===== src/rtl/bf_pkg.sv =====
// rtl/bf_pkg.sv - shared state encoding, INF constant and edge-word field offsets for the Bellman-Ford engine
package bf_pkg;

    typedef enum logic [2:0] {
        S_IDLE,
        S_INIT,
        S_EDGE_RD,
        S_DIST_RD,
        S_RELAX,
        S_PASS_END,
        S_CHECK,
        S_DONE
    } bf_state_e;

    // Edge word is {src, dst, wgt} with the weight in the low bits.
    localparam int WGT_LSB = 0;

    function automatic int dst_lsb(input int wgt_w);
        return wgt_w;
    endfunction

    function automatic int src_lsb(input int node_w, input int wgt_w);
        return wgt_w + node_w;
    endfunction

    function automatic int edge_w(input int node_w, input int wgt_w);
        return 2 * node_w + wgt_w;
    endfunction

    // Largest positive signed value of a w-bit word, used as "unreached".
    function automatic logic [63:0] inf_val(input int w);
        return (64'd1 << (w - 1)) - 64'd1;
    endfunction

endpackage


===== src/rtl/bf_relax_alu.sv =====
// rtl/bf_relax_alu.sv - saturating candidate distance and improvement test for one edge
module bf_relax_alu
    import bf_pkg::*;
#(
    parameter int DIST_W = 16,
    parameter int WGT_W  = 16
) (
    input  logic [DIST_W-1:0] d_src_i,
    input  logic [DIST_W-1:0] d_dst_i,
    input  logic [WGT_W-1:0]  wgt_i,
    output logic [DIST_W-1:0] cand_o,
    output logic              improve_o
);

    localparam logic [DIST_W-1:0] INF = DIST_W'(inf_val(DIST_W));
    // Upper clamp is INF-1 so a real path length can never look unreached.
    localparam logic signed [DIST_W:0] HI = {2'b00, {(DIST_W-2){1'b1}}, 1'b0};
    localparam logic signed [DIST_W:0] LO = {2'b11, {(DIST_W-1){1'b0}}};

    logic signed [DIST_W:0] sum;

    assign sum = $signed({d_src_i[DIST_W-1], d_src_i})
               + $signed({{(DIST_W+1-WGT_W){wgt_i[WGT_W-1]}}, wgt_i});

    always_comb begin
        cand_o = sum[DIST_W-1:0];
        if (sum > HI) begin
            cand_o = HI[DIST_W-1:0];
        end else if (sum < LO) begin
            cand_o = LO[DIST_W-1:0];
        end
    end

    assign improve_o = (d_src_i != INF) && ($signed(cand_o) < $signed(d_dst_i));

endmodule


===== src/rtl/bf_relax_engine.sv =====
// rtl/bf_relax_engine.sv - sequential Bellman-Ford relaxation engine; NEGCYC_DETECT_EN adds a negative-cycle check pass
module bf_relax_engine
    import bf_pkg::*;
#(
    parameter int NODE_W  = 8,
    parameter int EDGE_AW = 13,
    parameter int DIST_W  = 16,
    parameter int WGT_W   = 16
) (
    input  logic                        clock,
    input  logic                        reset,
    input  logic                        start,
    input  logic [NODE_W-1:0]           num_nodes,
    input  logic [EDGE_AW-1:0]          num_edges,
    input  logic [NODE_W-1:0]           source,
    output logic [EDGE_AW-1:0]          EMAR,
    input  logic [2*NODE_W+WGT_W-1:0]   EMDR,
    output logic [NODE_W-1:0]           DMAR1,
    output logic [NODE_W-1:0]           DMAR2,
    input  logic [DIST_W-1:0]           DMDR1,
    input  logic [DIST_W-1:0]           DMDR2,
    output logic [NODE_W-1:0]           DMWAR,
    output logic [DIST_W-1:0]           DMWDR,
    output logic                        DMWE,
    output logic                        busy,
    output logic                        done,
    output logic                        err,
    output logic                        neg_cycle,
    output logic [NODE_W-1:0]           pass_count
);

    localparam logic [DIST_W-1:0] INF     = DIST_W'(inf_val(DIST_W));
    localparam int                SRC_LSB = src_lsb(NODE_W, WGT_W);
    localparam int                DST_LSB = dst_lsb(WGT_W);

    bf_state_e          state_q;
    logic [EDGE_AW-1:0] e_q, ne_q;
    logic [NODE_W-1:0]  n_q, num_q, srcn_q, dst_q, pass_q;
    logic [WGT_W-1:0]   wgt_q;
    logic               changed_q, busy_q, done_q, err_q;
    logic               check_w;
    logic [DIST_W-1:0]  cand;
    logic               improve;
    logic [NODE_W-1:0]  pass_next;

    bf_relax_alu #(.DIST_W(DIST_W), .WGT_W(WGT_W)) u_alu (
        .d_src_i   (DMDR1),
        .d_dst_i   (DMDR2),
        .wgt_i     (wgt_q),
        .cand_o    (cand),
        .improve_o (improve)
    );

`ifdef NEGCYC_DETECT_EN
    logic check_q, neg_q;
    assign check_w   = check_q;
    assign neg_cycle = neg_q;
`else
    assign check_w   = 1'b0;
    assign neg_cycle = 1'b0;
`endif

    assign pass_next = pass_q + NODE_W'(1);

    // Memory strobes are decoded from the registered state so reads and writes land in the state that owns them.
    assign EMAR  = (state_q == S_EDGE_RD) ? e_q : '0;
    assign DMAR1 = (state_q == S_DIST_RD) ? EMDR[SRC_LSB +: NODE_W] : '0;
    assign DMAR2 = (state_q == S_DIST_RD) ? EMDR[DST_LSB +: NODE_W] : '0;
    assign DMWE  = (state_q == S_INIT) || ((state_q == S_RELAX) && improve && !check_w);
    assign DMWAR = (state_q == S_INIT) ? n_q : ((state_q == S_RELAX) ? dst_q : '0);
    assign DMWDR = (state_q == S_INIT)  ? ((n_q == srcn_q) ? '0 : INF)
                 : (state_q == S_RELAX) ? cand : '0;

    assign busy       = busy_q;
    assign done       = done_q;
    assign err        = err_q;
    assign pass_count = pass_q;

    always_ff @(posedge clock) begin
        if (reset) begin
            state_q   <= S_IDLE;
            e_q       <= '0;
            ne_q      <= '0;
            n_q       <= '0;
            num_q     <= '0;
            srcn_q    <= '0;
            dst_q     <= '0;
            wgt_q     <= '0;
            pass_q    <= '0;
            changed_q <= 1'b0;
            busy_q    <= 1'b0;
            done_q    <= 1'b0;
            err_q     <= 1'b0;
`ifdef NEGCYC_DETECT_EN
            check_q   <= 1'b0;
            neg_q     <= 1'b0;
`endif
        end else begin
            done_q <= 1'b0;
            case (state_q)
                S_IDLE: begin
                    if (start) begin
                        num_q     <= num_nodes;
                        ne_q      <= num_edges;
                        srcn_q    <= source;
                        pass_q    <= '0;
                        err_q     <= 1'b0;
                        changed_q <= 1'b0;
                        n_q       <= '0;
                        e_q       <= '0;
                        busy_q    <= 1'b1;
`ifdef NEGCYC_DETECT_EN
                        check_q   <= 1'b0;
                        neg_q     <= 1'b0;
`endif
                        if (num_nodes == '0 || source >= num_nodes) begin
                            err_q   <= 1'b1;
                            done_q  <= 1'b1;
                            state_q <= S_DONE;
                        end else begin
                            state_q <= S_INIT;
                        end
                    end
                end
                S_INIT: begin
                    n_q <= n_q + NODE_W'(1);
                    if (n_q == num_q - NODE_W'(1)) begin
                        if (num_q == NODE_W'(1)) begin
                            done_q  <= 1'b1;
                            state_q <= S_DONE;
                        end else if (ne_q == '0) begin
                            state_q <= S_PASS_END;
                        end else begin
                            state_q <= S_EDGE_RD;
                        end
                    end
                end
                S_EDGE_RD: state_q <= S_DIST_RD;
                S_DIST_RD: begin
                    dst_q   <= EMDR[DST_LSB +: NODE_W];
                    wgt_q   <= EMDR[WGT_LSB +: WGT_W];
                    state_q <= S_RELAX;
                end
                S_RELAX: begin
`ifdef NEGCYC_DETECT_EN
                    if (improve && check_q) neg_q <= 1'b1;
`endif
                    if (improve && !check_w) changed_q <= 1'b1;
                    if (e_q == ne_q - EDGE_AW'(1)) begin
                        state_q <= S_PASS_END;
                    end else begin
                        e_q     <= e_q + EDGE_AW'(1);
                        state_q <= S_EDGE_RD;
                    end
                end
                S_PASS_END: begin
                    e_q       <= '0;
                    changed_q <= 1'b0;
`ifdef NEGCYC_DETECT_EN
                    if (check_q) begin
                        done_q  <= 1'b1;
                        state_q <= S_DONE;
                    end else
`endif
                    begin
                        pass_q <= pass_next;
                        if (!changed_q) begin
                            done_q  <= 1'b1;
                            state_q <= S_DONE;
                        end else if (pass_next == num_q - NODE_W'(1)) begin
`ifdef NEGCYC_DETECT_EN
                            state_q <= S_CHECK;
`else
                            done_q  <= 1'b1;
                            state_q <= S_DONE;
`endif
                        end else begin
                            state_q <= S_EDGE_RD;
                        end
                    end
                end
`ifdef NEGCYC_DETECT_EN
                S_CHECK: begin
                    check_q <= 1'b1;
                    e_q     <= '0;
                    state_q <= S_EDGE_RD;
                end
`endif
                S_DONE: begin
                    busy_q  <= 1'b0;
                    state_q <= S_IDLE;
                end
                default: state_q <= S_IDLE;
            endcase
        end
    end

endmodule


===== config.mk =====
export PLATFORM = sky130hd
export DESIGN_NAME = bf_relax_engine
export DESIGN_NICKNAME = d
export VERILOG_FILES = /design/src/rtl/bf_pkg.sv /design/src/rtl/bf_relax_alu.sv /design/src/rtl/bf_relax_engine.sv
export SDC_FILE = /design/constraint.sdc
export NUM_CORES = 1
export LEC_CHECK = 0
export CAP_MARGIN = 10
export CORE_ASPECT_RATIO = 0.6
export CORE_MARGIN = 2
export CORE_UTILIZATION = 52
export CTS_BUF_LIST = sky130_fd_sc_hd__clkbuf_4
export CTS_CLUSTER_DIAMETER = 40
export DETAILED_ROUTE_END_ITERATION = 8
export HOLD_SLACK_MARGIN = 0.02
export PLACE_DENSITY_LB_ADDON = 0.3
export SYNTH_ARGS = -nofsm -noshare
export SYNTH_HDL_FRONTEND = slang
export SYNTH_HIERARCHICAL = 1
export SYNTH_SLANG_ARGS = --single-unit

===== constraint.sdc =====
create_clock -name clock -period 6.6 [get_ports clock]
set_clock_uncertainty 0.1 [all_clocks]
set_input_delay 0.99 -clock clock [delete_from_list [all_inputs] [get_ports clock]]
set_output_delay 0.99 -clock clock [all_outputs]
set_load 0.005 [all_outputs]

---- After elaboration in Yosys (flattened, before gate mapping) ----
Cells that the tools add are included.
W data, S select, Z words.
word-level totals
  flip-flop bits (word level) ............. 89
  input port bits ......................... 96
  logic and storage cells ................. 94
  output and inout bits ................... 66
operators by class
  reduce and logical (&&, ||, !) cells .... 18
  mux-type cells .......................... 37
  eq/ne operators ......................... 16
  magnitude comparators ................... 4
  add/subtract/negate cells ............... 6
operators with widths
  kind                     number
  $mux W16                 4
  $mux W8                  5
  $mux W13                 3
  $pmux W13 S3             1
  $pmux W8 S2              2
  $eq A8 B8 Y1             3
  $mux W3                  8
  $pmux W3 S6              1
  $add A16 B16 Y17         1
  $gt A17 B16 Y1 const B   1
  $lt A17 B16 Y1 const B   1
  $add A8 B1 Y8 const B    2
  $lt A16 B16 Y1           1
  $ne A16 B15 Y1 const B   1
  $mux W15                 1
  $add A13 B1 Y13 const B  1
  $eq A13 B13 Y1           1
  $logic_not A13 Y1        1
  $sub A13 B1 Y13 const B  1
  $reduce_and A2 Y1        5
  $eq A3 B3 Y1 const B     3
  $mux W1                  9
  $eq A8 B1 Y1 const B     1
  $ge A8 B8 Y1             1
  other kinds (14)         23

---- Depth between registers and ports, before layout ----
Gate-level depths: netlist (run 1).
  depth in word-level cells ............... 8
  gate-level depth with buffers ........... 21
  mapped depth without buffers ............ 20

---- By module ----
The synthesis (run 1) kept the hierarchy.
by module, submodules not included
  module           area each (um^2)  instances  cells an instance  seq. area each (um^2)
  bf_relax_engine  5,225.0           1          690                1,781.7
  bf_relax_alu     1,655.3           1          234                0.0

---- Worst setup path before layout (run 1) ----
No wires, ideal clock.
  path kind ............................... input to output
  start point ............................. input DMDR1[0]
  end point ............................... output DMWE
  required time ........................... 5.510 ns
  stages .................................. 21
  path buffers ............................ 1
  arrival time ............................ 4.565 ns
  path slack .............................. 0.945 ns
  cells stage by stage .................... ha_1 > inv_1 > fa_1 > nand2b_1 > a21oi_1 > o2111a_1 > o21bai_1 > a21oi_2 > buf_2 > nand3_1 > o211ai_1 > ha_1 > o21ai_0 > a21oi_1 > a21oi_1 > a21boi_0 > o41ai_1 > o311ai_0 > a21oi_1 > nand2_1 > nand2_1
on the way
  longest elaborated chain between the ends .. 8
  elaborated cells between the ends (all ways) .. 10
  those cells by class .................... 1 x add/sub; 3 x order compare; 1 x eq/ne; 2 x mux; 3 x reduce/logical
ends and longest elaborated chain
  item                     line                   RTL
  start, declared          bf_relax_engine.sv:20  input logic [DIST_W-1:0] DMDR1,
  $add A16 B16 Y17 (*)     bf_relax_alu.sv:23     + $signed({{(DIST_W+1-WGT_W){wgt_i[WGT_W-1]}}, wgt_i});
  $lt A17 B16 Y1           bf_relax_alu.sv:29     end else if (sum < LO) begin
  $mux W16                 bf_relax_alu.sv:29
  $mux W16 (*)             bf_relax_alu.sv:27     if (sum > HI) begin
  net cand[2]              bf_relax_engine.sv:42  logic [DIST_W-1:0] cand;
  $lt A16 B16 Y1 (*)       bf_relax_alu.sv:34     assign improve_o = (d_src_i != INF) && ($signed(cand_o) < $signed(d_dst_i));
  $logic_and A1 B1 Y1 (*)  bf_relax_alu.sv:34
  net improve              bf_relax_engine.sv:43  logic improve;
  $logic_and A1 B1 Y1 (*)  bf_relax_engine.sv:69  assign DMWE = (state_q == S_INIT) || ((state_q == S_RELAX) && improve && !check_w);
  $logic_or A1 B1 Y1 (*)   bf_relax_engine.sv:69
  end, declared            bf_relax_engine.sv:24  output logic DMWE,
The timed path passes the listed nets; every way through them passes the cells marked *.

---- Final worst setup path (run 1) ----
  start point ............................. input DMDR1[6]
  end point ............................... output DMWE
Same word-level chain as after synthesis.

==> out/metrics.csv, run 1 <==
stage,metric,value,unit
outcome,run_status,completed,
synth,ys_warn_count,6,
clock_network,htreeDepth,3,
setup_path,worst-setup-path-type,in -> out,
setup_path,arrival_time_of_the_worst_setup_path,5280,ps
power,power.density,220.8,nW/um^2
clock_network,cts_buffers,9,
route,post-route-drc-count,0,
place,post-place-ws,-432.1,ps
clock_network,tritoncts,yes,
synth,synth-compound-area-share,0.2264,
global_routing,number_of_antenna_violations_at_the_first_check_in_global_routing,0,
global_routing,overflow,0,
sta,hold_viol_final,0,
synth,synth_area_leader_cell,dfxtp_1,
synth,synthDistinctLibCells,78,
cells_and_area,drive_above_1_share,0.1330,
run,maxCapViolCount,0,
clock_network,clk_latency,460,ps
synth,yosys.area_share.simple,0.2660,
global_routing,grt_start_max_net_pins,79,
global_routing,grtUsageTotal,0.3077,
setup_path,critical_path.max_fanout,5,
sta,total_negative_slack_for_setup_checks,0,ps
synth,syn-instance-count,924,
sta,period_minus_slack,6368,ps
synth,post_synth_main_area_contributors,"dfxtp_1 (26%), ha_1 (8.2%), nand2_1 (8.1%)",
route,dr.pass1.iters,5,
place,post_detailed_placement_half_perimeter_wirelength,17.09,mm
synth,synth_top_flop_cell,dfxtp_1,
setup_path,worst-endpoint-required,5510,ps
synth,yosys.area_share.xor_xnor,0.08438,
floorplan,coreArea,12890,sq um
synth,netlist_area,6880,sq um
synth,muxShareOfSynthArea,0.01346,
route,drtIter0Drc,709,
synth,synth_area_per_cell,7.446,sq um
sta,max_slew_violation_count,0,
floorplan,floorplan.initialDensity,0.5337,
power,power.static_leakage,4.082,nW
sta,grt_setup_unrepaired,false,
synth,synth.ff_latch_count,89,
floorplan,floorplan.die_area,14200,sq um
route,wl_per_cell,17.13,um
global_routing,grt_pass1_vias,6637,
floorplan,die-height,93.10,um
route,routed_wl,22.23,mm
floorplan,die_x,152.5,um
synth,yosys.area.top_type_share,0.2590,
global_routing,grt_first_pass_wirelength,34.88,mm
synth,synth_fa_ha_area_frac,0.09056,
route,vias,7521,
clock_network,post_cts_hold_fix_bufs,0,
sta,relSlewSlack,0.2023,
clock_network,clock_tree.buffer_depth,2,
route,vias_per_cell,5.794,
clock_network,cts_num_sinks,89,
synth,dominant_combinational_cell_family_by_area_after_synthesis,simple AND/OR/NAND/NOR gates,
sta,finalSetupViolCount,0,
min_path,hp-class,reg -> reg,
sta,fmax,0.1570,GHz
setup_path,timing.critical_path.to_type,output pin,
power,ir_drop_worst_vdd,0.0001043,V
route,final_antenna_net_count,0,
floorplan,io-pin-count,162,
floorplan,num_rows,32,
cells_and_area,diodes,0,
clock_network,cts.clk_slew.worst_paths,150,ps
synth,syn-num-nets,1066,
synth,async_flop_share,0,
cells_and_area,synthToLayoutAreaGrowth,37.19,%
cells_and_area,net_count_of_the_finished_layout,1265,
synth,number_of_synthesized_flops_with_an_enable_pin,0,
sta,fin_crit_sh,0.9648,
sta,worst_pin_slew,1194,ps
synth,ys_seq_area_frac,0.2590,
place,buffer_ports.inserted,160,
place,gp_congestion,1.006,
sta,final_critical_path_setup_slack,232.4,ps
clock_network,clock_tree.root_cell,clkbuf_4,
setup_path,startpoint_type,input port,
==> where the power goes <==
part / switching (mW) / internal, mW / total (mW)
clock: 0.204 / 0.163 / 0.367
sequential: 0.0766 / 0.585 / 0.662
combinational: 0.534 / 0.521 / 1.06
==> state kept, by name, indices dropped and copies added, names as in the netlist, 3 cells and up <==
name,count
wgt_q,16
e_q,13
ne_q,13
dst_q,8
n_q,8
num_q,8
pass_count,8
srcn_q,8
state_q,3
==> worst max-delay path, cell delays in order <==
cell             delay, ps
clkdlybuf4s50_1        490
ha_1                   250
a211o_1                300
a41o_1                 260
buf_4                  150
o22ai_2                190
xnor2_1                230
o2111a_2               290
nand2_2                 80
o211ai_1               280
ha_1                   280
o21ai_0                150
a21oi_1                110
a21oi_1                130
a21boi_0               110
o41ai_2                280
o311ai_1               170
a21oi_1                180
nand2_1                100
nand2_1                120
clkbuf_2               120
==> path summary, 6_finish.rpt <==
path | startpoint | end | slack (ps) | cells after the start
setup / recovery | DMDR1[6] | DMWE | 230 | 21
hold / removal | dst_q[4] | dst_q[4] | 370 | 2
setup reg to reg | wgt_q[0] | changed_q | 2180 | 21
hold reg to reg | dst_q[4] | dst_q[4] | 370 | 2
==> cells by family after synthesis <==
family | Yosys count
other | 1
AOI/OAI and AO/OA | 238
buffers and inverters | 104
xor gates and xnor gates | 61
and+or+nand+nor | 372
muxes | 9
adders and majority gates | 50
DFF | 89
==> Yosys cell counts (3+ instances only) <==
master,n
mux2i_1,7
dfxtp_1,89
xor2_1,25
inv_1,53
nand4_1,15
nand2b_1,7
nand3b_1,3
o31a_1,3
ha_1,45
and3_1,15
a21o_1,28
a211oi_1,8
o21a_1,6
nor2b_1,9
a31oi_1,6
a311oi_1,4
nand2_1,148
a21oi_1,97
or2_2,6
or3_1,10
o211ai_1,10
maj3_1,4
xnor2_1,33
nor3_1,10
nand4b_1,3
nor3b_1,9
nor4_1,13
o21ai_0,28
clkbuf_1,44
a22o_1,9
a22oi_1,3
nand3_1,25
buf_2,4
nor2_1,60
and2_1,27
==> area by class of cell <==
| cell class | instances | area, sq um |
|---|---|---|
| Timing Repair Buffer | 239 | 2188 |
| Inverter | 53 | 198.9 |
| Sequential cell | 89 | 1782 |
| Clock buffer | 10 | 75.07 |
| Tap cell | 170 | 212.7 |
| Multi-Input combinational cell | 731 | 4886 |
| Clock inverter | 6 | 96.34 |
| Fill cell | 1052 | 3453 |
==> repair_timing <==
item                                    4_1_cts  5_1_grt
pin swaps                                    14       23
gates resized for setup                      25       21
setup buffers                                 4        6
endpoints found under the setup margin        1        1
gates cloned                                  0        1
==> metrics by stage <==
| step | hold WS, ps | utilization | total power [mW] | cells | instance area (sq um) |
|---|---|---|---|---|---|
| floorplan | 336.0 | - | 1.251 | 924 | 6880 |
| global placement | 344.6 | 0.6980 | 1.643 | 1271 | 8999 |
| detailed placement | 346.2 | 0.6980 | 1.659 | 1271 | 8999 |
| CTS | 365.8 | 0.7217 | 2.051 | 1291 | 9304 |
| global route | 385.9 | 0.7321 | 2.209 | 1298 | 9439 |
| finish | 366.4 | 0.7321 | 2.084 | 1298 | 9439 |
==> metal layers <==
metal	vias to the layer above	part of all wire	GRT usage
met5	-	0	0
met1	3451	0.50	0.4774
met2	383	0.37	0.4080
met3	27	0.11	0.08990
met4	0	0.013	0.07253
li1	3660	-	-
==> placed cells by master, fill, tap and decap left out, types with 3 or more instances in the layout <==
| master | synthesis | routed |
|---|---|---|
| a211oi_1 | 8 | 7 |
| a21o_1 | 28 | 28 |
| a21oi_1 | 97 | 89 |
| a21oi_2 | 1 | 8 |
| a22o_1 | 9 | 9 |
| a22oi_1 | 3 | 3 |
| a311oi_1 | 4 | 3 |
| a31oi_1 | 6 | 6 |
| and2_1 | 27 | 27 |
| and3_1 | 15 | 15 |
| buf_4 | 2 | 77 |
| clkbuf_4 | 0 | 10 |
| clkdlybuf4s50_1 | 0 | 157 |
| dfxtp_1 | 89 | 89 |
| ha_1 | 45 | 42 |
| inv_1 | 53 | 53 |
| maj3_1 | 4 | 4 |
| mux2i_1 | 7 | 7 |
| nand2_1 | 148 | 147 |
| nand2b_1 | 7 | 6 |
| nand3_1 | 25 | 24 |
| nand3b_1 | 3 | 3 |
| nand4_1 | 15 | 15 |
| nand4b_1 | 3 | 3 |
| nor2_1 | 60 | 58 |
| nor2b_1 | 9 | 9 |
| nor3_1 | 10 | 9 |
| nor3b_1 | 9 | 8 |
| nor4_1 | 13 | 13 |
| o211ai_1 | 10 | 10 |
| o21a_1 | 6 | 6 |
| o21ai_0 | 28 | 24 |
| o21ai_1 | 1 | 3 |
| o31a_1 | 3 | 3 |
| or2_2 | 6 | 6 |
| or3_1 | 10 | 10 |
| xnor2_1 | 33 | 32 |
| xor2_1 | 25 | 25 |
No activity file was read; power rests on OpenSTA's default activity.
==> inputs of run 2 (changes only) <==
- CORE_MARGIN: 2 -> 3
==> run 2 against run 1 <==
  * Cell count decreased by 0.15%
  * Power is 0.73% lower
  * Worst setup slack better by 50 ps
  * Critical path type unchanged
  * Largest cell class unchanged
==> out/metrics.csv, run 2 (synthesis gave the netlist of run 1 again) <==
stage,metric,value,unit
outcome,run_status,completed,
setup_path,worst-setup-path-type,in -> out,
setup_path,timing.critical_path.to_type,output pin,
global_routing,grt_first_pass_wirelength,35.76,mm
clock_network,htreeDepth,3,
global_routing,grtUsageTotal,0.3007,
clock_network,cts_num_sinks,89,
clock_network,tritoncts,yes,
route,post-route-drc-count,0,
sta,worst_pin_slew,1159,ps
cells_and_area,largestRegisters,"wgt_q: 16 flops, e_q: 13 flops, ne_q: 13 flops",
sta,fin_crit_sh,0.9573,
clock_network,cts_buffers,9,
clock_network,cts.clk_slew.worst_paths,160,ps
route,final_antenna_net_count,0,
sta,final_critical_path_setup_slack,282.1,ps
route,routed_wl,22.66,mm
global_routing,number_of_antenna_violations_at_the_first_check_in_global_routing,0,
route,dr.pass1.iters,6,
route,vias_per_cell,5.804,
global_routing,grt_pass1_vias,6912,
cells_and_area,drive_above_1_share,0.1264,
floorplan,num_rows,31,
global_routing,grt_start_max_net_pins,79,
route,vias,7522,
setup_path,arrival_time_of_the_worst_setup_path,5230,ps
floorplan,floorplan.initialDensity,0.5509,
cells_and_area,net_count_of_the_finished_layout,1268,
route,route.met3.wl,2.538,mm
route,wl_met1,11.42,mm
sta,max_slew_violation_count,0,
floorplan,die-height,95.10,um
power,power.total,2.068,mW
setup_path,startpoint_type,input port,
cells_and_area,design_area,9370,sq um
power,ir_drop_worst_vdd,0.0001060,V
place,post_detailed_placement_half_perimeter_wirelength,17.41,mm
sta,period_minus_slack,6318,ps
floorplan,io-pin-count,162,
cells_and_area,registers.top_by_ff_count,wgt_q,
route,drtIter0Drc,701,
cells_and_area,fillerInstances,994,
sta,finalSetupViolCount,0,
power,power.density,220.7,nW/um^2
cells_and_area,layout.cells.most_common,clkdlybuf4s50_1,
clock_network,post_cts_hold_fix_bufs,0,
cells_and_area,most-common-layout-cells,"clkdlybuf4s50_1 (157), nand2_1 (148), a21oi_1 (94)",
place,gp_congestion,0.9591,
cells_and_area,largest_register_ffs,16,
floorplan,die_x,154.5,um
sta,fmax,0.1583,GHz
global_routing,overflow,0,
floorplan,floorplan.die_area,14690,sq um
sta,hold-worst-slack,365.9,ps
run,maxCapViolCount,0,
route,met2WireLength,8.542,mm
place,placed_cells,1274,
power,power.static_leakage,4.081,nW
sta,relSlewSlack,0.2273,
place,buffer_ports.inserted,160,
route,wl_per_cell,17.49,um
setup_path,worst-endpoint-required,5510,ps
clock_network,clock_tree.buffer_depth,2,
place,standard_cell_area_after_detailed_placement,9052,sq um
min_path,hp-class,reg -> reg,
setup_path,critical_path.max_fanout,5,
route,topRoutingLayerUsed,met4,
floorplan,coreArea,12490,sq um
cells_and_area,diodes,0,
clock_network,clock_tree.root_cell,clkbuf_4,
cells_and_area,post_layout_nonfiller_instances,1296,
clock_network,clk_latency,460,ps
place,post-place-ws,-430.0,ps
sta,hold_viol_final,0,
cells_and_area,synthToLayoutAreaGrowth,36.19,%
## run 2: path summary, 6_finish.rpt
| kind | start | endpoint | slack (ps) | cells past startpoint |
|---|---|---|---|---|
| setup / recovery | DMDR1[7] | DMWE | 280 | 21 |
| hold / removal | dst_q[7] | dst_q[7] | 370 | 2 |
| setup reg to reg | wgt_q[0] | changed_q | 2090 | 26 |
| hold reg to reg | dst_q[7] | dst_q[7] | 370 | 2 |
## run 2: area by class of cell
cell class / count / area [sq um] / share of cell area
sequential: 89 / 1782 / 0.1901
clock inverter: 7 / 95.09 / 0.01015
multi-input combinational: 731 / 4803 / 0.5126
tap: 165 / 206.4 / 0.02203
timing repair buffer: 242 / 2217 / 0.2366
inverter: 53 / 198.9 / 0.02123
clock buffer: 9 / 67.56 / 0.007211
## run 2: stage by stage
step / setup TNS (ps) / util
final: 0 / 0.7503
after global routing: -0.3566 / 0.7503
after CTS: 0 / 0.7435
after detailed placement: -430.0 / 0.7248
after global placement: -281.4 / 0.7248
after floorplan: 0 / -
## run 2: critical path: stages
cell	delay, ps
clkdlybuf4s50_1	480
ha_1	330
a2111o_1	540
o2111a_1	290
o21bai_1	170
a21oi_2	90
buf_6	150
buf_4	130
o21ai_0	170
o211ai_1	150
ha_1	330
o21ai_1	140
a21oi_1	100
a21oi_1	120
a21boi_0	100
o41ai_2	280
o311ai_1	140
a21oi_1	210
nand2_1	70
nand2_1	90
clkbuf_2	140
## run 2: where the power goes
part           internal, mW  switching, mW
combinational         0.520          0.531
clock                 0.127          0.228
sequential            0.585         0.0767
total                  1.23          0.836
## run 2: layer usage
layer,vias to the layer above,GRT usage
met1,3466,0.4787
met2,369,0.4017
met3,12,0.08435
met5,-,0
met4,0,0.03968
li1,3675,-
## run 2: repair_timing
| item | in CTS | in global routing |
|---|---|---|
| endpoints found under the setup margin | 1 | 1 |
| endpoints found under the hold margin | 0 | 0 |
| resized for setup | 13 | 18 |
| pin swaps | 4 | 10 |
| buffers inserted | 4 | 2 |
